## config.mk

```make
export PLATFORM = sky130hd
export DESIGN_NAME = fetch_queue_unit_flat
export DESIGN_NICKNAME = d
export VERILOG_FILES = /design/src/rtl/fetch_queue_unit_pkg.sv /design/src/rtl/fetch_queue_unit_if.sv /design/src/rtl/fetch_queue_unit_inst_fifo.sv /design/src/rtl/fetch_queue_unit.sv /design/src/flat_wrapper.sv
export SDC_FILE = /design/constraint.sdc
export NUM_CORES = 1
export LEC_CHECK = 0
export BUFFER_PORTS_ARGS = -buffer_cell sky130_fd_sc_hd__buf_2
export CORE_MARGIN = 5
export CORE_UTILIZATION = 28
export DETAILED_ROUTE_END_ITERATION = 10
export SLEW_MARGIN = 20
export SYNTH_ARGS = -nofsm -noshare
export SYNTH_HDL_FRONTEND = slang
export SYNTH_SLANG_ARGS = --single-unit
```

## constraint.sdc

```tcl
create_clock -name clk -period 2.5 [get_ports clk]
set_input_delay 0.375 -clock clk [delete_from_list [all_inputs] [get_ports clk]]
set_output_delay 0.375 -clock clk [all_outputs]
set_load 0.03 [all_outputs]
```

## src/rtl/fetch_queue_unit_pkg.sv

```systemverilog
// Shared encodings for the fetch queue unit: ROM control levels and the
// port-owner state that the arbiter reports on its debug output.
package fetch_queue_unit_pkg;

  localparam logic CHIP_ENABLE  = 1'b1;
  localparam logic CHIP_DISABLE = 1'b0;
  localparam logic ROM_OP_READ  = 1'b0;
  localparam logic ROM_OP_WRITE = 1'b1;

  typedef enum logic [1:0] {
    OWN_IDLE  = 2'd0,
    OWN_FETCH = 2'd1,
    OWN_DATA  = 2'd2
  } own_e;

endpackage

```

## src/rtl/fetch_queue_unit_if.sv

```systemverilog
// Bus bundle between the fetch queue unit and CTRL/ID/EX plus the ROM port.
// ID handshake: an entry moves when inst_valid_o & id_ready_i at a rising edge;
// valid never depends on ready, and the head stays put while valid & !ready.
interface fetch_queue_unit_if #(
  parameter int ADDR_W = 32,
  parameter int DATA_W = 32
);
  logic              flush_i;
  logic [ADDR_W-1:0] new_pc_i;
  logic              branch_i;
  logic [ADDR_W-1:0] branch_pc_i;
  logic              inst_valid_o;
  logic [DATA_W-1:0] inst_o;
  logic [ADDR_W-1:0] inst_pc_o;
  logic              id_ready_i;
  logic              ex_req_i;
  logic              ex_we_i;
  logic [ADDR_W-1:0] ex_addr_i;
  logic [DATA_W-1:0] ex_wdata_i;
  logic              ex_ack_o;
  logic [DATA_W-1:0] ex_rdata_o;
  logic              rom_ce_o;
  logic              rom_we_o;
  logic [ADDR_W-1:0] rom_addr_o;
  logic [DATA_W-1:0] rom_wdata_o;
  logic [DATA_W-1:0] rom_rdata_i;

  modport master (
    input  flush_i, new_pc_i, branch_i, branch_pc_i, id_ready_i,
    input  ex_req_i, ex_we_i, ex_addr_i, ex_wdata_i, rom_rdata_i,
    output inst_valid_o, inst_o, inst_pc_o, ex_ack_o, ex_rdata_o,
    output rom_ce_o, rom_we_o, rom_addr_o, rom_wdata_o
  );

  modport slave (
    output flush_i, new_pc_i, branch_i, branch_pc_i, id_ready_i,
    output ex_req_i, ex_we_i, ex_addr_i, ex_wdata_i, rom_rdata_i,
    input  inst_valid_o, inst_o, inst_pc_o, ex_ack_o, ex_rdata_o,
    input  rom_ce_o, rom_we_o, rom_addr_o, rom_wdata_o
  );
endinterface

```

## src/rtl/fetch_queue_unit_inst_fifo.sv

```systemverilog
// Circular instruction buffer of {instruction, pc} entries with synchronous
// clear; clear wins over push and pop in the same cycle.
module fetch_queue_unit_inst_fifo #(
  parameter int DEPTH = 4,
  parameter int WIDTH = 64
) (
  input  logic                   clk,
  input  logic                   rst,
  input  logic                   clear,
  input  logic                   push,
  input  logic [WIDTH-1:0]       push_data,
  input  logic                   pop,
  output logic [WIDTH-1:0]       head_data,
  output logic [$clog2(DEPTH):0] count,
  output logic                   full,
  output logic                   empty
);
  localparam int PTR_W = $clog2(DEPTH);
  localparam int CNT_W = PTR_W + 1;

  logic [WIDTH-1:0] mem [DEPTH];
  logic [PTR_W-1:0] wr_ptr;
  logic [PTR_W-1:0] rd_ptr;

  always_ff @(posedge clk or negedge rst) begin
    if (!rst) begin
      wr_ptr <= '0;
      rd_ptr <= '0;
      count  <= '0;
    end else if (clear) begin
      wr_ptr <= '0;
      rd_ptr <= '0;
      count  <= '0;
    end else begin
      if (push) wr_ptr <= wr_ptr + PTR_W'(1);
      if (pop)  rd_ptr <= rd_ptr + PTR_W'(1);
      case ({push, pop})
        2'b10:   count <= count + CNT_W'(1);
        2'b01:   count <= count - CNT_W'(1);
        default: count <= count;
      endcase
    end
  end

  // Storage carries no reset; occupancy is tracked by the pointers and count.
  always_ff @(posedge clk) begin
    if (push && !clear) mem[wr_ptr] <= push_data;
  end

  assign head_data = mem[rd_ptr];
  assign full      = (count == CNT_W'(DEPTH));
  assign empty     = (count == '0);

endmodule

```

## src/rtl/fetch_queue_unit.sv

```systemverilog
// Instruction-fetch front end: owns the ROM port, prefetches into a small queue
// for ID, and yields the port to EX data accesses which always take priority.
module fetch_queue_unit
  import fetch_queue_unit_pkg::*;
#(
  parameter int                ADDR_W   = 32,
  parameter int                DATA_W   = 32,
  parameter int                DEPTH    = 4,
  parameter logic [ADDR_W-1:0] RESET_PC = '0
) (
  input  logic                clk,
  input  logic                rst,
  fetch_queue_unit_if.master  bus,
  output own_e                dbg_owner_o
);
  localparam int CNT_W   = $clog2(DEPTH) + 1;
  localparam int ENTRY_W = DATA_W + ADDR_W;

  logic              rom_ce;
  logic              rom_we;
  logic [ADDR_W-1:0] rom_addr;
  logic [DATA_W-1:0] rom_wdata;
  logic              ex_ack;
  logic              inflight;
  logic [ADDR_W-1:0] fetch_pc;
  own_e              owner;

  logic              redirect;
  logic [ADDR_W-1:0] target;
  logic [ADDR_W-1:0] issue_pc;
  logic              data_go;
  logic              room;
  logic              fetch_go;
  logic              push;
  logic              pop;
  logic [CNT_W-1:0]  count;
  logic              full;
  logic              empty;
  logic [ENTRY_W-1:0] head;

  assign redirect = bus.flush_i | bus.branch_i;
  assign target   = bus.flush_i ? bus.new_pc_i : bus.branch_pc_i;
  // A request is ignored in its own ack cycle, so back-to-back EX traffic
  // still leaves every other edge for instruction fetch.
  assign data_go  = bus.ex_req_i & ~ex_ack;
  assign room     = !full && ((count + CNT_W'(inflight)) < CNT_W'(DEPTH));
  // A redirect empties the queue at this edge, so room is guaranteed.
  assign fetch_go = !data_go && (redirect || room);
  assign issue_pc = redirect ? target : fetch_pc;
  // While a fetch is in flight rom_addr still holds its pc.
  assign push     = inflight & ~redirect;
  assign pop      = ~empty & bus.id_ready_i & ~redirect;

  always_ff @(posedge clk or negedge rst) begin
    if (!rst) begin
      rom_ce    <= CHIP_DISABLE;
      rom_we    <= ROM_OP_READ;
      rom_addr  <= RESET_PC;
      rom_wdata <= '0;
      ex_ack    <= 1'b0;
      inflight  <= 1'b0;
      fetch_pc  <= RESET_PC;
      owner     <= OWN_IDLE;
    end else begin
      ex_ack <= data_go;
      if (data_go) begin
        owner     <= OWN_DATA;
        rom_ce    <= CHIP_ENABLE;
        rom_we    <= bus.ex_we_i ? ROM_OP_WRITE : ROM_OP_READ;
        rom_addr  <= bus.ex_addr_i;
        rom_wdata <= bus.ex_wdata_i;
        inflight  <= 1'b0;
        if (redirect) fetch_pc <= target;
      end else if (fetch_go) begin
        owner    <= OWN_FETCH;
        rom_ce   <= CHIP_ENABLE;
        rom_we   <= ROM_OP_READ;
        rom_addr <= issue_pc;
        inflight <= 1'b1;
        fetch_pc <= issue_pc + ADDR_W'(4);
      end else begin
        owner    <= OWN_IDLE;
        rom_ce   <= CHIP_DISABLE;
        rom_we   <= ROM_OP_READ;
        inflight <= 1'b0;
      end
    end
  end

  fetch_queue_unit_inst_fifo #(
    .DEPTH (DEPTH),
    .WIDTH (ENTRY_W)
  ) u_inst_fifo (
    .clk       (clk),
    .rst       (rst),
    .clear     (redirect),
    .push      (push),
    .push_data ({bus.rom_rdata_i, rom_addr}),
    .pop       (pop),
    .head_data (head),
    .count     (count),
    .full      (full),
    .empty     (empty)
  );

  assign bus.inst_valid_o = ~empty;
  assign bus.inst_o       = head[ENTRY_W-1:ADDR_W];
  assign bus.inst_pc_o    = head[ADDR_W-1:0];
  assign bus.ex_ack_o     = ex_ack;
  assign bus.ex_rdata_o   = bus.rom_rdata_i;
  assign bus.rom_ce_o     = rom_ce;
  assign bus.rom_we_o     = rom_we;
  assign bus.rom_addr_o   = rom_addr;
  assign bus.rom_wdata_o  = rom_wdata;
  assign dbg_owner_o      = owner;

endmodule

```

## src/flat_wrapper.sv

```systemverilog
// flat-port wrapper written by rule: the top's interface ports become plain ports
module fetch_queue_unit_flat import fetch_queue_unit_pkg::*;
#(
  parameter int                ADDR_W   = 32,
  parameter int                DATA_W   = 32,
  parameter int                DEPTH    = 4,
  parameter logic [ADDR_W-1:0] RESET_PC = '0
)
  (clk, rst, dbg_owner_o, bus_flush_i, bus_new_pc_i, bus_branch_i, bus_branch_pc_i, bus_id_ready_i, bus_ex_req_i, bus_ex_we_i, bus_ex_addr_i, bus_ex_wdata_i, bus_rom_rdata_i, bus_inst_valid_o, bus_inst_o, bus_inst_pc_o, bus_ex_ack_o, bus_ex_rdata_o, bus_rom_ce_o, bus_rom_we_o, bus_rom_addr_o, bus_rom_wdata_o);
  fetch_queue_unit_if #(.ADDR_W(ADDR_W), .DATA_W(DATA_W)) bus_i ();
  input  logic clk;
  input  logic rst;
  output own_e dbg_owner_o;
  input wire logic [$bits(bus_i.flush_i)-1:0] bus_flush_i;
  input wire logic [$bits(bus_i.new_pc_i)-1:0] bus_new_pc_i;
  input wire logic [$bits(bus_i.branch_i)-1:0] bus_branch_i;
  input wire logic [$bits(bus_i.branch_pc_i)-1:0] bus_branch_pc_i;
  input wire logic [$bits(bus_i.id_ready_i)-1:0] bus_id_ready_i;
  input wire logic [$bits(bus_i.ex_req_i)-1:0] bus_ex_req_i;
  input wire logic [$bits(bus_i.ex_we_i)-1:0] bus_ex_we_i;
  input wire logic [$bits(bus_i.ex_addr_i)-1:0] bus_ex_addr_i;
  input wire logic [$bits(bus_i.ex_wdata_i)-1:0] bus_ex_wdata_i;
  input wire logic [$bits(bus_i.rom_rdata_i)-1:0] bus_rom_rdata_i;
  output wire logic [$bits(bus_i.inst_valid_o)-1:0] bus_inst_valid_o;
  output wire logic [$bits(bus_i.inst_o)-1:0] bus_inst_o;
  output wire logic [$bits(bus_i.inst_pc_o)-1:0] bus_inst_pc_o;
  output wire logic [$bits(bus_i.ex_ack_o)-1:0] bus_ex_ack_o;
  output wire logic [$bits(bus_i.ex_rdata_o)-1:0] bus_ex_rdata_o;
  output wire logic [$bits(bus_i.rom_ce_o)-1:0] bus_rom_ce_o;
  output wire logic [$bits(bus_i.rom_we_o)-1:0] bus_rom_we_o;
  output wire logic [$bits(bus_i.rom_addr_o)-1:0] bus_rom_addr_o;
  output wire logic [$bits(bus_i.rom_wdata_o)-1:0] bus_rom_wdata_o;
  assign bus_i.flush_i = bus_flush_i;
  assign bus_i.new_pc_i = bus_new_pc_i;
  assign bus_i.branch_i = bus_branch_i;
  assign bus_i.branch_pc_i = bus_branch_pc_i;
  assign bus_i.id_ready_i = bus_id_ready_i;
  assign bus_i.ex_req_i = bus_ex_req_i;
  assign bus_i.ex_we_i = bus_ex_we_i;
  assign bus_i.ex_addr_i = bus_ex_addr_i;
  assign bus_i.ex_wdata_i = bus_ex_wdata_i;
  assign bus_i.rom_rdata_i = bus_rom_rdata_i;
  assign bus_inst_valid_o = bus_i.inst_valid_o;
  assign bus_inst_o = bus_i.inst_o;
  assign bus_inst_pc_o = bus_i.inst_pc_o;
  assign bus_ex_ack_o = bus_i.ex_ack_o;
  assign bus_ex_rdata_o = bus_i.ex_rdata_o;
  assign bus_rom_ce_o = bus_i.rom_ce_o;
  assign bus_rom_we_o = bus_i.rom_we_o;
  assign bus_rom_addr_o = bus_i.rom_addr_o;
  assign bus_rom_wdata_o = bus_i.rom_wdata_o;
  fetch_queue_unit #(.ADDR_W(ADDR_W), .DATA_W(DATA_W), .DEPTH(DEPTH), .RESET_PC(RESET_PC)) u_core (.clk(clk), .rst(rst), .bus(bus_i), .dbg_owner_o(dbg_owner_o));
endmodule
```

== Yosys cells after proc, flatten, opt, wreduce, memory -nomap -nowiden ==
Memory sizes are Yosys's and may differ from the RTL's.
Index checks and enable logic that the tools add are counted.

* Add/subtract/negate cells: 6
* Multiply operators: 0
* Divide/modulo/power cells: 0
* Order comparisons: 1
* Eq/ne operators: 3
* Shifts and indexed selects: 0
* Muxes and demuxes: 21
* Bitwise logic cells: 8
* Reduce and logical (&&, ||, !) cells: 12

{| class="wikitable"
|+ Operators by type and width
! kind !! count
|-
| $mux W32 || 6
|-
| $add A32 B3 Y32 const B || 1
|-
| $mux W2 || 5
|-
| $mux W1 || 8
|-
| $pmux W3 S2 || 1
|-
| $reduce_bool A2 Y1 || 3
|-
| $add A2 B1 Y2 const B || 2
|-
| $and A1 B1 Y1 || 4
|-
| $add A3 B1 Y3 || 1
|-
| $add A3 B1 Y3 const B || 1
|-
| $eq A3 B3 Y1 const B || 1
|-
| $logic_and A1 B1 Y1 || 3
|-
| $logic_not A1 Y1 || 3
|-
| $logic_not A3 Y1 || 1
|-
| $lt A3 B3 Y1 const B || 1
|-
| $mux W3 || 1
|-
| $not A1 Y1 || 3
|-
| $reduce_bool A3 Y1 || 1
|-
| $sub A3 B1 Y3 const B || 1
|-
| $eq A2 B1 Y1 const B || 1
|-
| $eq A2 B2 Y1 const B || 1
|-
| $logic_or A1 B1 Y1 || 1
|-
| $or A1 B1 Y1 || 1
|}

* Bits in registers: 109
* Latch bits: 0
* Memory bits (writable): 256
* Bits in read-only memories: 0
* Bits of input ports: 167
* Output and inout bits: 166
* Logic and storage cells: 63
* Memories: 1

{| class="wikitable"
|+ Memories
! name !! words !! bits a word !! read ports !! clocked after Yosys merged registers in !! wr ports !! line !! text
|-
| u_core.u_inst_fifo.mem || 4 || 64 || 1 || 0 || 1 || fetch_queue_unit_inst_fifo.sv:21 || <nowiki>logic [WIDTH-1:0] mem [DEPTH];</nowiki>
|}

== Longest topological paths before layout ==
* Depth in word-level cells: 7
* Gate-level depth with buffers: 11
* Mapped depth without buffers: 9

== Modules after synthesis ==
A second synthesis with hierarchy kept.

* Cells, all modules: 1019
* Area, all modules: 15310.9 um^2

{| class="wikitable"
|+ By module, submodules not included
! module !! times used !! cells an instance !! area an instance (um^2)
|-
| fetch_queue_unit_inst_fifo || 1 || 377 || 9669.3
|-
| fetch_queue_unit || 1 || 642 || 5641.7
|}

== Worst setup path before layout ==
No wires, ideal clock.

* Path type: input to register
* From: in bus_flush_i
* To: mem u_core.u_inst_fifo.mem[0][0] (enable)
* Setup time: 429 ps
* Arrival: 2679 ps
* Required time: 2071 ps
* Slack: -609 ps
* Cell stages on the path: 5
* Path buffers: 3
* Cells stage by stage: clkbuf_1 -> buf_2 -> clkbuf_1 -> nor2_1 -> and3_1

* Word-level cells in the longest chain between the ends: 6
* Elaborated cells on any way between the ends: 7
* Those cells by class: 2 x mux; 3 x bitwise; 2 x reduce/logical

{| class="wikitable"
|+ Ends and longest elaborated chain
! what !! line !! text
|-
| start: declaration || flat_wrapper.sv:14 || <nowiki>input wire logic [$bits(bus_i.flush_i)-1:0] bus_flush_i;</nowiki>
|-
| $or A1 B1 Y1 (*) || fetch_queue_unit.sv:41 || <nowiki>assign redirect = bus.flush_i | bus.branch_i;</nowiki>
|-
| $not A1 Y1 || fetch_queue_unit.sv:51 || <nowiki>assign push = inflight & ~redirect;</nowiki>
|-
| $and A1 B1 Y1 || fetch_queue_unit.sv:51 ||
|-
| $logic_and A1 B1 Y1 (*) || fetch_queue_unit_inst_fifo.sv:47 || <nowiki>if (push && !clear) mem[wr_ptr] <= push_data;</nowiki>
|-
| $mux W1 (*) || fetch_queue_unit_inst_fifo.sv:47 ||
|-
| $mux W1 (not written as such) (*) || fetch_queue_unit_inst_fifo.sv:47 ||
|-
| end: declaration || fetch_queue_unit_inst_fifo.sv:21 ||
|}

Mark *: on every way between the ends. The rest lies on a longest branch, timed or not.

== Worst setup path in the final report ==
* From: reg u_core.u_inst_fifo.rd_ptr[0]
* To: out bus_inst_pc_o[20]

* Word-level cells in the longest chain between the ends: 1

{| class="wikitable"
|+ Ends and longest elaborated chain
! what !! line !! text
|-
| start: declaration || fetch_queue_unit_inst_fifo.sv:23 || <nowiki>logic [PTR_W-1:0] rd_ptr;</nowiki>
|-
| start signal: assignment || fetch_queue_unit_inst_fifo.sv:36 || <nowiki>if (pop) rd_ptr <= rd_ptr + PTR_W'(1);</nowiki>
|-
| $mem_v2 Z4 W64 || - ||
|-
| end: declaration || flat_wrapper.sv:26 || <nowiki>output wire logic [$bits(bus_i.inst_pc_o)-1:0] bus_inst_pc_o;</nowiki>
|}

Every way passes these cells.

==> results.py <==
metrics = {
    "route": {
        "drt-total-wl_microns": 42400,
        "vias_per_cell": 4.49,
        "ant_nets": 0,
        "drtPass1Iterations": 4,
        "route.detailed.drc": 0,
        "post_drt_wl_per_cell_microns": 19.8,
        "vias": 9610,
        "drt_iter0_markers": 544,
    },
    "floorplan": {
        "die_h_microns": 243,
        "start_util": 0.283,
        "top_level_ports": 333,
        "core_sq_mm": 0.0538,
        "dieArea_sq_mm": 0.0592,
        "die_x_microns": 243,
        "rows": 85,
    },
    "sta": {
        "fin_tns_setup_ps": 0,
        "final_hold_viol_count": 0,
        "setup_viol": 0,
        "slew_violations": 0,
        "worstMarginPinSlew_ps": 843,
        "post-route-period-util": 0.964,
        "maxSlewHeadroom": 0.432,
        "setup_ws_ps": 89.2,
        "fmax_ghz": 0.415,
        "fin_crit_ps": 2410,
        "rsz0062_at_grt": "yes",
        "fin_skew_ps": 30.9,
    },
    "worst_setup_path": {
        "worstPathRequired_ps": 2120,
        "crit_family": "buffers and inverters",
        "startpoint_type": "register",
        "critical_path.cell_chain": "buf_4 > clkbuf_16 > mux4_2 > buf_2",
        "critical_path_class": "register to output port",
        "cp.arrival_ps": 2040,
        "path_buf_inv": 3,
        "critPathSlowestCell": "mux4_2",
        "crit_fanout": 6,
        "max_stage_delay_ps": 490,
        "cp-end-kind": "output port",
    },
    "layout": {
        "drive_gt1_frac": 0.405,
        "syn_to_final_growth_pct": 31.2,
        "fill_cells": 5115,
        "nets": 1587,
        "multiInputGateArea_sq_mm": 0.00433,
        "seq_area_sq_mm": 0.0104,
        "final_area_sq_mm": 0.0200,
        "final_core_util": 0.371,
    },
    "yosys": {
        "synth_edf_count": 256,
        "yosysUniqueCellTypes": 52,
        "postSynthCellCount": 997,
        "yosys_warnings": 0,
        "ys_seq_area_frac": 0.680,
        "syn_area_sq_mm": 0.0152,
        "synth_flop_cell": "edfxtp_1",
        "async_reset_ff_frac": 0.295,
        "syn_nets": 1171,
        "syn_avg_cell_area_sq_um": 15.3,
        "synth-seq-cells": 363,
    },
    "cts": {
        "max-clock-path-buffers": 3,
        "cts_buffers": 40,
        "clkSinkCount": 363,
        "cts_tree": "built",
        "clkTransAtPathRegs_ps": 60,
        "root_buffer": "clkbuf_16",
        "insertion_delay_ps": 560,
        "htree_levels": 2,
    },
    "grt": {
        "grt_pass1_wl_microns": 63200,
        "grt_pass1_vias": 10179,
        "grt_use_total": 0.139,
        "antenna_found_initial": 3,
        "grt_overflow": 0,
        "grt_max_degree": 68,
    },
    "worst_hold_path": {
        "hold_class": "input port to register",
    },
    "pwr": {
        "p_leak_nw": 7.81,
        "power_mw": 14.2,
        "vdd_drop_max_v": 0.000407,
        "power_density_mw_per_mm2": 712,
    },
    "run_status": {
        "outcome": "completed",
    },
    "place": {
        "post-place-ws_ps": -65.2,
        "numPortBuffers": 332,
        "hpwlAfterDp_microns": 30100,
        "postPlaceCellArea_sq_mm": 0.0181,
        "place.gp.congestion": 0.803,
    },
    "job": {
        "drv_cap": 0,
    },
}
-- registers in the layout, indices dropped and copies added (netlist names) --
signal	flops
u_core.dbg_owner_o	1
u_core.bus.ex_ack_o	1
u_core.u_inst_fifo.mem	256
u_core.u_inst_fifo.rd_ptr	2
u_core.fetch_pc	32
u_core.bus.rom_wdata_o	32
u_core.u_inst_fifo.count	3
u_core.bus.rom_ce_o	1
u_core.u_inst_fifo.wr_ptr	2
u_core.bus.rom_addr_o	32
u_core.bus.rom_we_o	1
-- stage by stage --
stage / hold slack (ps) / std cells
2_1_floorplan: 79.4 / 997
3_5_place_dp: 367 / 2017
3_3_place_gp: 352 / 2017
5_1_grt: 20.3 / 2138
4_1_cts: 1.33 / 2132
6_report: 37.6 / 2140
-- path summary, 6_finish.rpt --
check / start / end / slack, ps / cells past startpoint
setup / recovery: u_core.u_inst_fifo.rd_ptr[0]$_DFFE_PN0P_ / bus_inst_pc_o[20] / 90 / 4
hold / removal: bus_ex_addr_i[12] / u_core.bus.rom_addr_o[12]$_DFFE_PN0P_ / 40 / 3
setup reg to reg: u_core.u_inst_fifo.count[0]$_DFFE_PN0P_ / u_core.u_inst_fifo.count[2]$_DFFE_PN0P_ / 120 / 8
hold reg to reg: u_core.bus.rom_wdata_o[25]$_DFFE_PN0P_ / u_core.bus.rom_wdata_o[25]$_DFFE_PN0P_ / 470 / 2
max in group asynchronous: rst / u_core.bus.ex_ack_o$_DFF_PN0_ / 1340 / 3
min in group asynchronous: rst / u_core.bus.rom_wdata_o[29]$_DFFE_PN0P_ / 330 / 2
-- what timing repair did --
item                                    in CTS  in global routing
hold buffers                                45                  0
endpoints found under the setup margin      42                 55
setup buffers                                0                  2
gates resized for setup                     27                  6
gates cloned                                 0                  3
endpoints found under the hold margin       74                  0
-- cells in the mapped netlist, types with 7 or more instances --
cell | count | area [sq um]
mux2i_1 | 46 | 460
mux2_2 | 13 | 146
xor2_1 | 20 | 175
xnor2_1 | 13 | 114
nand2_1 | 174 | 653
clkbuf_1 | 33 | 124
mux4_2 | 64 | 1440
o21ai_1 | 7 | 35.0
buf_4 | 34 | 255
nor2_1 | 44 | 165
buf_1 | 10 | 37.5
edfxtp_1 | 256 | 7690
dfrtp_1 | 107 | 2680
a21oi_1 | 26 | 130
o21ai_0 | 64 | 320
-- worst reg2reg max path, cell delays in order, from the launching register on --
cell     delay, ps
dfrtp_1        430
or3_1          460
nand2_2        130
nor2_1          50
ha_1           230
fa_1           390
xnor2_1        150
or3_1          310
a21oi_1        150
-- layout make-up --
| class | count | share of cell area |
|---|---|---|
| antenna | 3 | 0.000376 |
| clock buffer | 47 | 0.0530 |
| clock inverter | 23 | 0.00764 |
| inverter | 7 | 0.00131 |
| multi-input combinational | 539 | 0.217 |
| sequential | 363 | 0.519 |
| tap | 696 | 0.0436 |
| timing repair buffer | 462 | 0.158 |
-- cells in the final DEF, fill, tap and decap left out, types with 3 or more instances in the layout --
| cell | synthesis | routed |
|---|---|---|
| edfxtp_1 | 256 | 256 |
| inv_6 | 0 | 3 |
| xnor2_1 | 13 | 13 |
| clkbuf_16 | 0 | 43 |
| dlygate4sd3_1 | 0 | 45 |
| mux2_2 | 13 | 13 |
| and3_4 | 0 | 4 |
| dfrtp_1 | 107 | 104 |
| buf_6 | 5 | 13 |
| nand2_1 | 174 | 173 |
| mux2_1 | 6 | 6 |
| mux4_2 | 64 | 64 |
| buf_2 | 3 | 318 |
| o21ai_0 | 64 | 64 |
| nor2_1 | 44 | 43 |
| diode_2 | 0 | 3 |
| nand3_1 | 4 | 4 |
| or3_1 | 3 | 3 |
| buf_12 | 2 | 20 |
| clkinv_1 | 0 | 7 |
| mux2i_2 | 4 | 4 |
| o21ai_1 | 7 | 7 |
| clkinv_2 | 0 | 9 |
| ha_1 | 6 | 6 |
| xor2_1 | 20 | 20 |
| nor3_1 | 6 | 5 |
| clkbuf_1 | 33 | 5 |
| a21oi_1 | 26 | 26 |
| inv_1 | 6 | 5 |
| nor4_2 | 6 | 6 |
| buf_4 | 34 | 61 |
| mux2i_1 | 46 | 46 |
| nor4_1 | 4 | 4 |
-- cell families (layout without fill, tap and decap cells) --
group | Yosys count | in the layout | synth area share
muxes | 133 | 133 | 0.143
and+or+nand+nor | 266 | 266 | 0.0811
adders and majority gates | 7 | 7 | 0.00624
AOI/OAI and AO/OA | 100 | 100 | 0.0334
other | 0 | 3 | 0
DFF | 363 | 363 | 0.680
xor gates and xnor gates | 33 | 33 | 0.0190
buffers and inverters | 95 | 539 | 0.0374
-- metal layers --
layer  global-route usage  part of all wire
met5                    0                 0
met4               0.0345             0.019
met3               0.0282             0.050
met2                0.225              0.48
met1                0.192              0.45
-- power breakdown --
part / internal, mW / switching (mW)
clock network: 3.13 / 2.34
registers: 6.77 / 0.239
logic: 0.661 / 1.09
total: 10.6 / 3.67
(Power assumes the default switching activity.)
